### config.mk
export PLATFORM = sky130hd
export DESIGN_NAME = mc_cpu
export DESIGN_NICKNAME = d
export VERILOG_FILES = /design/src/rtl/mc_cpu_pkg.sv /design/src/rtl/mc_regfile.sv /design/src/rtl/mc_cpu.sv
export SDC_FILE = /design/constraint.sdc
export NUM_CORES = 2
export LEC_CHECK = 0
export ABC_AREA = 1
export CAP_MARGIN = 20
export CORE_MARGIN = 1
export CORE_UTILIZATION = 45
export CTS_BUF_LIST = sky130_fd_sc_hd__clkbuf_4 sky130_fd_sc_hd__clkbuf_8
export DETAILED_ROUTE_END_ITERATION = 10
export PLACE_DENSITY = 0.67
export SYNTH_ARGS = -nofsm -noshare
export SYNTH_HDL_FRONTEND = slang
export SYNTH_HIERARCHICAL = 1
export SYNTH_SLANG_ARGS = --single-unit
### constraint.sdc
create_clock -name clk -period 57.4 [get_ports clk]
set_input_delay 17.22 -clock clk [delete_from_list [all_inputs] [get_ports clk]]
set_output_delay 17.22 -clock clk [all_outputs]
set_load 0.005 [all_outputs]
### src/rtl/mc_cpu_pkg.sv
// Shared encodings and enums for the multi-cycle MIPS-subset core.
package mc_cpu_pkg;

  localparam logic [5:0] OpRtype = 6'b000000;
  localparam logic [5:0] OpAddi  = 6'b001000;
  localparam logic [5:0] OpLw    = 6'b100011;
  localparam logic [5:0] OpSw    = 6'b101011;
  localparam logic [5:0] OpBeq   = 6'b000100;
  localparam logic [5:0] OpJ     = 6'b000010;
  localparam logic [5:0] OpHlt   = 6'b111111;

  localparam logic [5:0] FnAdd = 6'b100000;
  localparam logic [5:0] FnSub = 6'b100010;
  localparam logic [5:0] FnAnd = 6'b100100;
  localparam logic [5:0] FnOr  = 6'b100101;
  localparam logic [5:0] FnSlt = 6'b101010;

  typedef enum logic [2:0] {StFetch, StDecode, StExec, StMem, StWb, StHalt} state_e;

  typedef enum logic [2:0] {AluAdd, AluSub, AluAnd, AluOr, AluSlt} alu_op_e;

  function automatic logic is_legal(logic [5:0] op, logic [5:0] fn);
    logic ok;
    case (op)
      OpRtype: ok = (fn == FnAdd) || (fn == FnSub) || (fn == FnAnd) || (fn == FnOr) ||
                    (fn == FnSlt);
      OpAddi, OpLw, OpSw, OpBeq, OpJ, OpHlt: ok = 1'b1;
      default: ok = 1'b0;
    endcase
    return ok;
  endfunction

endpackage

### src/rtl/mc_regfile.sv
// NREG x XLEN register file: two combinational reads, one synchronous write, r0 fixed at zero.
module mc_regfile #(
  parameter int unsigned XLEN = 32,
  parameter int unsigned NREG = 32
) (
  input  logic                    clk_i,
  input  logic                    rst_i,
  input  logic [$clog2(NREG)-1:0] raddr_a_i,
  input  logic [$clog2(NREG)-1:0] raddr_b_i,
  output logic [XLEN-1:0]         rdata_a_o,
  output logic [XLEN-1:0]         rdata_b_o,
  input  logic                    we_i,
  input  logic [$clog2(NREG)-1:0] waddr_i,
  input  logic [XLEN-1:0]         wdata_i
);

  logic [XLEN-1:0] regs_q [NREG];

  always_ff @(posedge clk_i or posedge rst_i) begin
    if (rst_i) begin
      for (int i = 0; i < int'(NREG); i++) regs_q[i] <= '0;
    end else if (we_i && (waddr_i != '0)) begin
      regs_q[waddr_i] <= wdata_i;
    end
  end

  assign rdata_a_o = regs_q[raddr_a_i];
  assign rdata_b_o = regs_q[raddr_b_i];

endmodule

### src/rtl/mc_cpu.sv
// Multi-cycle MIPS-subset core with one shared memory port (req/ready), halt status and counters.
module mc_cpu
  import mc_cpu_pkg::*;
#(
  parameter int unsigned     XLEN     = 32,
  parameter int unsigned     NREG     = 32,
  parameter logic [XLEN-1:0] RESET_PC = '0
) (
  input  logic            clk,
  input  logic            rst,
  output logic            mem_req,
  output logic            mem_we,
  output logic [XLEN-1:0] mem_addr,
  output logic [XLEN-1:0] mem_wdata,
  input  logic [XLEN-1:0] mem_rdata,
  input  logic            mem_ready,
  output logic            halted,
  output logic            illegal,
  output logic            retired,
  output logic [XLEN-1:0] cycle_cnt,
  output logic [XLEN-1:0] instret_cnt
);

  localparam int unsigned RW = $clog2(NREG);

  state_e          state_q, state_d;
  logic [XLEN-1:0] pc_q, pc_d, a_q, a_d, b_q, b_d, alu_q, alu_d, mdr_q, mdr_d;
  logic [XLEN-1:0] cycle_q, cycle_d, instret_q, instret_d;
  logic [31:0]     ir_q, ir_d;
  logic            illegal_q, illegal_d, sw_done_q, sw_done_d, exec_retire;

  logic [5:0]      op, funct;
  logic [RW-1:0]   rs, rt, rd;
  logic [XLEN-1:0] imm, rf_a, rf_b, alu_opnd, alu_res;
  alu_op_e         alu_op;

  assign op    = ir_q[31:26];
  assign funct = ir_q[5:0];
  assign rs    = ir_q[21 +: RW];
  assign rt    = ir_q[16 +: RW];
  assign rd    = ir_q[11 +: RW];
  assign imm   = {{(XLEN-16){ir_q[15]}}, ir_q[15:0]};

  mc_regfile #(
    .XLEN(XLEN),
    .NREG(NREG)
  ) u_rf (
    .clk_i    (clk),
    .rst_i    (rst),
    .raddr_a_i(rs),
    .raddr_b_i(rt),
    .rdata_a_o(rf_a),
    .rdata_b_o(rf_b),
    .we_i     (state_q == StWb),
    .waddr_i  ((op == OpRtype) ? rd : rt),
    .wdata_i  ((op == OpLw) ? mdr_q : alu_q)
  );

  always_comb begin
    alu_op = AluAdd;
    if (op == OpRtype) begin
      case (funct)
        FnSub:   alu_op = AluSub;
        FnAnd:   alu_op = AluAnd;
        FnOr:    alu_op = AluOr;
        FnSlt:   alu_op = AluSlt;
        default: alu_op = AluAdd;
      endcase
    end
    alu_opnd = (op == OpRtype) ? b_q : imm;
    unique case (alu_op)
      AluSub:  alu_res = a_q - alu_opnd;
      AluAnd:  alu_res = a_q & alu_opnd;
      AluOr:   alu_res = a_q | alu_opnd;
      AluSlt:  alu_res = {{(XLEN-1){1'b0}}, ($signed(a_q) < $signed(alu_opnd))};
      default: alu_res = a_q + alu_opnd;
    endcase
  end

  always_comb begin
    state_d     = state_q;
    pc_d        = pc_q;
    ir_d        = ir_q;
    a_d         = a_q;
    b_d         = b_q;
    alu_d       = alu_q;
    mdr_d       = mdr_q;
    illegal_d   = illegal_q;
    sw_done_d   = 1'b0;
    exec_retire = 1'b0;
    unique case (state_q)
      StFetch: begin
        if (mem_ready) begin
          ir_d    = mem_rdata[31:0];
          pc_d    = pc_q + XLEN'(4);
          state_d = StDecode;
        end
      end
      StDecode: begin
        a_d = rf_a;
        b_d = rf_b;
        if (!is_legal(op, funct)) begin
          illegal_d = 1'b1;
          state_d   = StHalt;
        end else begin
          state_d = StExec;
        end
      end
      StExec: begin
        case (op)
          OpBeq: begin
            if (a_q == b_q) pc_d = pc_q + (imm << 2);
            exec_retire = 1'b1;
            state_d     = StFetch;
          end
          OpJ: begin
            pc_d        = {pc_q[XLEN-1:28], ir_q[25:0], 2'b00};
            exec_retire = 1'b1;
            state_d     = StFetch;
          end
          OpHlt: begin
            exec_retire = 1'b1;
            state_d     = StHalt;
          end
          OpLw, OpSw: begin
            alu_d   = alu_res;
            state_d = StMem;
          end
          default: begin
            alu_d   = alu_res;
            state_d = StWb;
          end
        endcase
      end
      StMem: begin
        if (mem_ready) begin
          if (op == OpSw) begin
            sw_done_d = 1'b1;
            state_d   = StFetch;
          end else begin
            mdr_d   = mem_rdata;
            state_d = StWb;
          end
        end
      end
      StWb:    state_d = StFetch;
      StHalt:  state_d = StHalt;
      default: state_d = StFetch;
    endcase
  end

  // Store completion is reported the cycle after ready so no output depends on mem_ready.
  assign retired   = exec_retire | (state_q == StWb) | sw_done_q;
  assign cycle_d   = (state_q != StHalt) ? cycle_q + XLEN'(1) : cycle_q;
  assign instret_d = retired ? instret_q + XLEN'(1) : instret_q;

  always_comb begin
    mem_req   = ~rst & ((state_q == StFetch) | (state_q == StMem));
    mem_we    = mem_req & (state_q == StMem) & (op == OpSw);
    mem_addr  = '0;
    if (mem_req) mem_addr = (state_q == StFetch) ? pc_q : alu_q;
    mem_wdata = mem_we ? b_q : '0;
  end

  assign halted      = (state_q == StHalt);
  assign illegal     = illegal_q;
  assign cycle_cnt   = cycle_q;
  assign instret_cnt = instret_q;

  always_ff @(posedge clk or posedge rst) begin
    if (rst) begin
      state_q   <= StFetch;
      pc_q      <= RESET_PC;
      ir_q      <= '0;
      a_q       <= '0;
      b_q       <= '0;
      alu_q     <= '0;
      mdr_q     <= '0;
      cycle_q   <= '0;
      instret_q <= '0;
      illegal_q <= 1'b0;
      sw_done_q <= 1'b0;
    end else begin
      state_q   <= state_d;
      pc_q      <= pc_d;
      ir_q      <= ir_d;
      a_q       <= a_d;
      b_q       <= b_d;
      alu_q     <= alu_d;
      mdr_q     <= mdr_d;
      cycle_q   <= cycle_d;
      instret_q <= instret_d;
      illegal_q <= illegal_d;
      sw_done_q <= sw_done_d;
    end
  end

endmodule

# == Word-level counts from Yosys, hierarchy flattened ==
# Cells that the tools add are included.
# totals
regBits,1285
inputBits,35
output_inout_bits,133
elab_cells,155
# op_classes
addsub,6
n_lt_le_gt_ge,5
eq_ne,29
muxes,35
bitwise,15
reduce_logical,21
# op_table
op,count
bitwise mux 1024 bit,1
two-way mux 32 bit,12
binary-select mux 32 bit (select 5 bit),2
demux 32 bit (select 5 bit),1
one-hot mux 32 bit (2 select lines),2
one-hot mux 32 bit (4 select lines),1
adder 32 x 1 -> 32 bit (second input constant),2
adder 32 bit,2
== test 6 bit (second input constant),8
adder 32 x 3 -> 32 bit (second input constant),1
bitwise AND 32 bit,1
== test 32 bit,1
< comparator 32 bit,1
OR 32 bit,1
subtractor 32 bit,1
greater-or-equal comparator 6 bit (second input constant),3
NOT 5 -> 6 bit,3
two-way mux 3 bit,5
one-hot mux 3 bit (5 select lines),1
== test 3 x 2 -> 1 bit (second input constant),4
one-hot mux 3 bit (4 select lines),1
!= test 2 bit (second input constant),5
== test 3 bit (second input constant),3
!= test 3 bit (second input constant),3
other kinds (25),46

# == Logic depth before layout (Yosys ltp) ==
# logic_depth
ltp_word,9
mapped_depth,22
ltp_nobuf,20

# == By module ==
# The synthesis kept the hierarchy.
# modules_own_cells
module,n_inst,cells_per_inst,area_each_um2,seq_area_each_um2
mc_regfile,1,8272,56374.1,25624.6
mc_cpu,1,3449,21969.8,6481.2

# == Least setup slack after synthesis ==
# OpenSTA, ideal clock, no wires.
# synth_timing
kind,input to output
start,input port rst
end,output port mem_wdata[10]
t_arrival_ns,23.865
required_time_ns,40.180
path_slack_ns,16.315
stages,6
path_buffers,1
cell_sequence,inv_1 -> nand2_1 -> nor2_1 -> inv_1 -> clkbuf_1 -> nor2_1
# synth_between
elab_chain_len,5
# synth_rtl
element,line,text
"start, declared",mc_cpu.sv:10,"input logic rst,"
NOT 1 bit,mc_cpu.sv:158,mem_req = ~rst & ((state_q == StFetch) | (state_q == StMem));
bitwise AND 1 bit,mc_cpu.sv:158,
bitwise AND 1 bit (2 in a row),mc_cpu.sv:159,mem_we = mem_req & (state_q == StMem) & (op == OpSw);
net mem_we,mc_cpu.sv:12,"output logic mem_we,"
two-way mux 32 bit,mc_cpu.sv:162,mem_wdata = mem_we ? b_q : '0;
"end, declared",mc_cpu.sv:14,"output logic [XLEN-1:0] mem_wdata,"
# The timed path passes the listed nets, and every way through them passes these cells.

# == Worst setup path in the final report ==
# layout_timing
start,input port rst
end,output port mem_wdata[19]
# layout_between
elab_chain_len,5
# layout_rtl
element,line
NOT 1 bit,mc_cpu.sv:158
bitwise AND 1 bit,mc_cpu.sv:158
bitwise AND 1 bit (2 in a row),mc_cpu.sv:159
two-way mux 32 bit,mc_cpu.sv:162
# Every way passes these cells.

==> flow_summary_export.csv <==
group,metric,value,unit
status,status,"complete, no violations",
synth,synth_edf_count,0,
clock_tree,ctsResizeCount,0,
power,power.density,57.1,nW/µm²
synth,yosysTopAreaCell,"dfrtp_1",
synth,synth_flop_cell,"dfrtp_1",
routing,drc_errors,0,
routing,finalWirelength,312,mm
global_routing,grt_max_degree,206,
synth,avgSynthCellArea,6.68,µm²
floorplanning,start_util,0.455,
floorplanning,die_h,419,µm
floorplanning,num_rows,152,
synth,yosysMostFrequentCell,"nand2_1",
sta,tightest_slew,1.20,ns
clock_tree,cts_made_buffers,224,
sta,fin_crit,37.26,ns
clock_tree,htree_levels,4,
sta,clock-skew-final,0.0745,ns
setup_path,required,40.18,ns
synth,yosysWarningCount,6,
floorplanning,core,172000,µm²
synth,netlist.area_leader.share,0.410,
clock_tree,cts_hold_buffers,0,
routing,via_per_inst,5.85,
global_routing,grt_pass1_vias,75100,
sta,post-route-period-util,0.649,
setup_path,critPathTopFamily,"buffers and inverters",
floorplanning,design.die.area,176000,µm²
placement,gp_congestion,0.988,
clock_tree,path_clk_slew,0.05,ns
power,ir_drop,41.8,µV
clock_tree,cts_sinks,1283,
global_routing,grtUsageTotal,0.348,
setup_path,cp_num_buf_inv,5,
clock_tree,clock_path_buffers,3,
clock_tree,cts_root_buffer,"clkbuf_8",
sta,holdWs,0.403,ns
setup_path,worstSetupPathType,"input pin to primary output",
floorplanning,ios,168,
routing,drt_iter0_drc,11800,
setup_path,cpPeakStageDelay,0.69,ns
sta,slew_viol_final,0,
synth,synth_seq_cells,1283,
clock_tree,cts_tree,"done",
routing,first_pass_iters,9,
routing,routedWlPerCell,22.5,µm
cells_and_area,layout-drive-gt1-share,0.0570,
clock_tree,cts_setup_buffers,0,
routing,drtAntennaViolNets,0,
sta,setup_viol,0,
placement,place_hpwl,188,mm
synth,syn_inst,11700,
global_routing,overflow,0,
routing,vias,81200,
run,cap_violations,0,
floorplanning,die_w,419,µm
cells_and_area,final_cells,13900,
setup_path,crit_arrival,20.04,ns
synth,ys_seq_area_frac,0.410,
sta,max_slew_margin,0.199,
min_path,hp-class,"flip-flop to flip-flop",
cells_and_area,syn2layout_area_growth,9.48,%
sta,fin_setup_tns,0,ns
setup_path,crit_chain,"clkdlybuf4s50_1, inv_8, nand2_1, nor2_1, inv_1, buf_16, nor2_1, clkdlybuf4s50_1",
power,power.leakage,40.4,nW
global_routing,grt_first_pass_wirelength,468,mm
synth,synth_area_leaders,"dfrtp_1, nand2_1, nand3_1",
clock_tree,clk-insertion-delay-late,1.02,ns
synth,syn_area,78300,µm²
sta,rsz0062_at_grt,"no",
synth,ys_types,51,
power,total_power,0.00490,W
synth,ys_top_cells_by_count,"nand2_1, nand3_1, dfrtp_1",
sta,hold_viol,0,
setup_path,cp-start-kind,"input pin",
cells_and_area,num-nets-final,11600,
placement,placed_cells,13500,
setup_path,crit_path_end_kind,"primary output",
placement,io_buffers,167,
setup_path,path_max_fanout,125,
sta,fmaxAchievable,26.8,MHz
synth,async_flop_share,1.00,
setup_path,cp_slowest_cell,"inv_8",
global_routing,grt_antenna_before_repair,11,
synth,syn-num-nets,11900,
-- registers in the layout, indices dropped and copies added (netlist names) --
register and cells:
u_rf/regs_q 1024, a_q 32, alu_q 32, b_q 32
cycle_cnt 32, instret_cnt 32, ir_q 32, mdr_q 32
pc_q 30, state_q 3, illegal 1, sw_done_q 1
-- area by class of cell --
class,count,area [µm²]
Fill cell,17300,86500
Multi-Input combinational cell,9006,40600
Sequential cell,1283,32100
Clock buffer,365,4520
Timing Repair Buffer,286,2900
Tap cell,2310,2890
Inverter,583,2250
Clock inverter,41,480
Antenna cell,4,10.0
-- layout by cell type (no fill, tap or decap), drive strengths merged, types with 6 or more instances in the layout --
master	synthesis	layout
clkdlybuf4s50	0	167
nand3	1732	1732
clkbuf	617	365
nand2	4864	4864
a21oi	295	295
o22ai	20	20
inv	582	588
o21ai	1109	1109
nand4	64	64
xor2	67	67
ha	129	129
bufinv	0	8
xnor2	61	61
nor2	504	504
clkinv	1	23
dfrtp	1283	1283
mux2	26	26
o21bai	14	14
nor3	68	68
nand3b	6	6
nor4	16	16
or2	6	6
buf	232	119
-- cell families (layout without fill, tap and decap cells) --
logic type | Yosys count | in the layout | share of synthesized area
adder cells (fa/ha/maj) | 132 | 132 | 0.0214
buffers and inverters | 1432 | 1275 | 0.0726
other | 0 | 4 | 0
multiplexers | 26 | 26 | 0.00374
XOR/XNOR | 128 | 128 | 0.0143
AO/OA/AOI/OAI | 1452 | 1452 | 0.0941
AND/OR/NAND/NOR | 7268 | 7268 | 0.384
flip-flops | 1283 | 1283 | 0.410
-- final timing paths --
kind | startpoint | end | slack [ns] | cells after the start
worst max-delay path | rst | mem_wdata[19] | 20.14 | 8
worst min-delay path | u_rf/regs_q[1001] | u_rf/regs_q[1001] | 0.40 | 0
worst max register to register | ir_q[28] | alu_q[25] | 52.16 | 16
worst min register to register | u_rf/regs_q[1001] | u_rf/regs_q[1001] | 0.40 | 0
max in group asynchronous | rst | u_rf/regs_q[309] | 36.57 | 6
min in group asynchronous | rst | ir_q[15] | 16.97 | 2
-- stage by stage --
step | util | setup slack (ns) | instance area (µm²)
after floorplan | - | 11.36 | 78300
final | 0.498 | 20.14 | 85800
after global placement | 0.467 | 19.85 | 80400
after CTS | 0.496 | 19.76 | 85500
after global routing | 0.498 | 19.82 | 85800
after detailed placement | 0.467 | 19.76 | 80500
-- layer usage --
metal  track usage  share of wire  vias up
met3        0.0738           0.12      938
met1         0.468           0.40    38100
met4         0.177          0.053       14
met2         0.526           0.43     5144
met5             0        0.00030        -
li1              -              -    37000
-- where the power goes --
group / internal, W / switching [W] / total (W)
Sequential: 0.00114 / 0.000262 / 0.00141
Clock: 0.000532 / 0.000409 / 0.000941
Combinational: 0.000678 / 0.00187 / 0.00255
No activity file was read; power rests on OpenSTA's default activity.
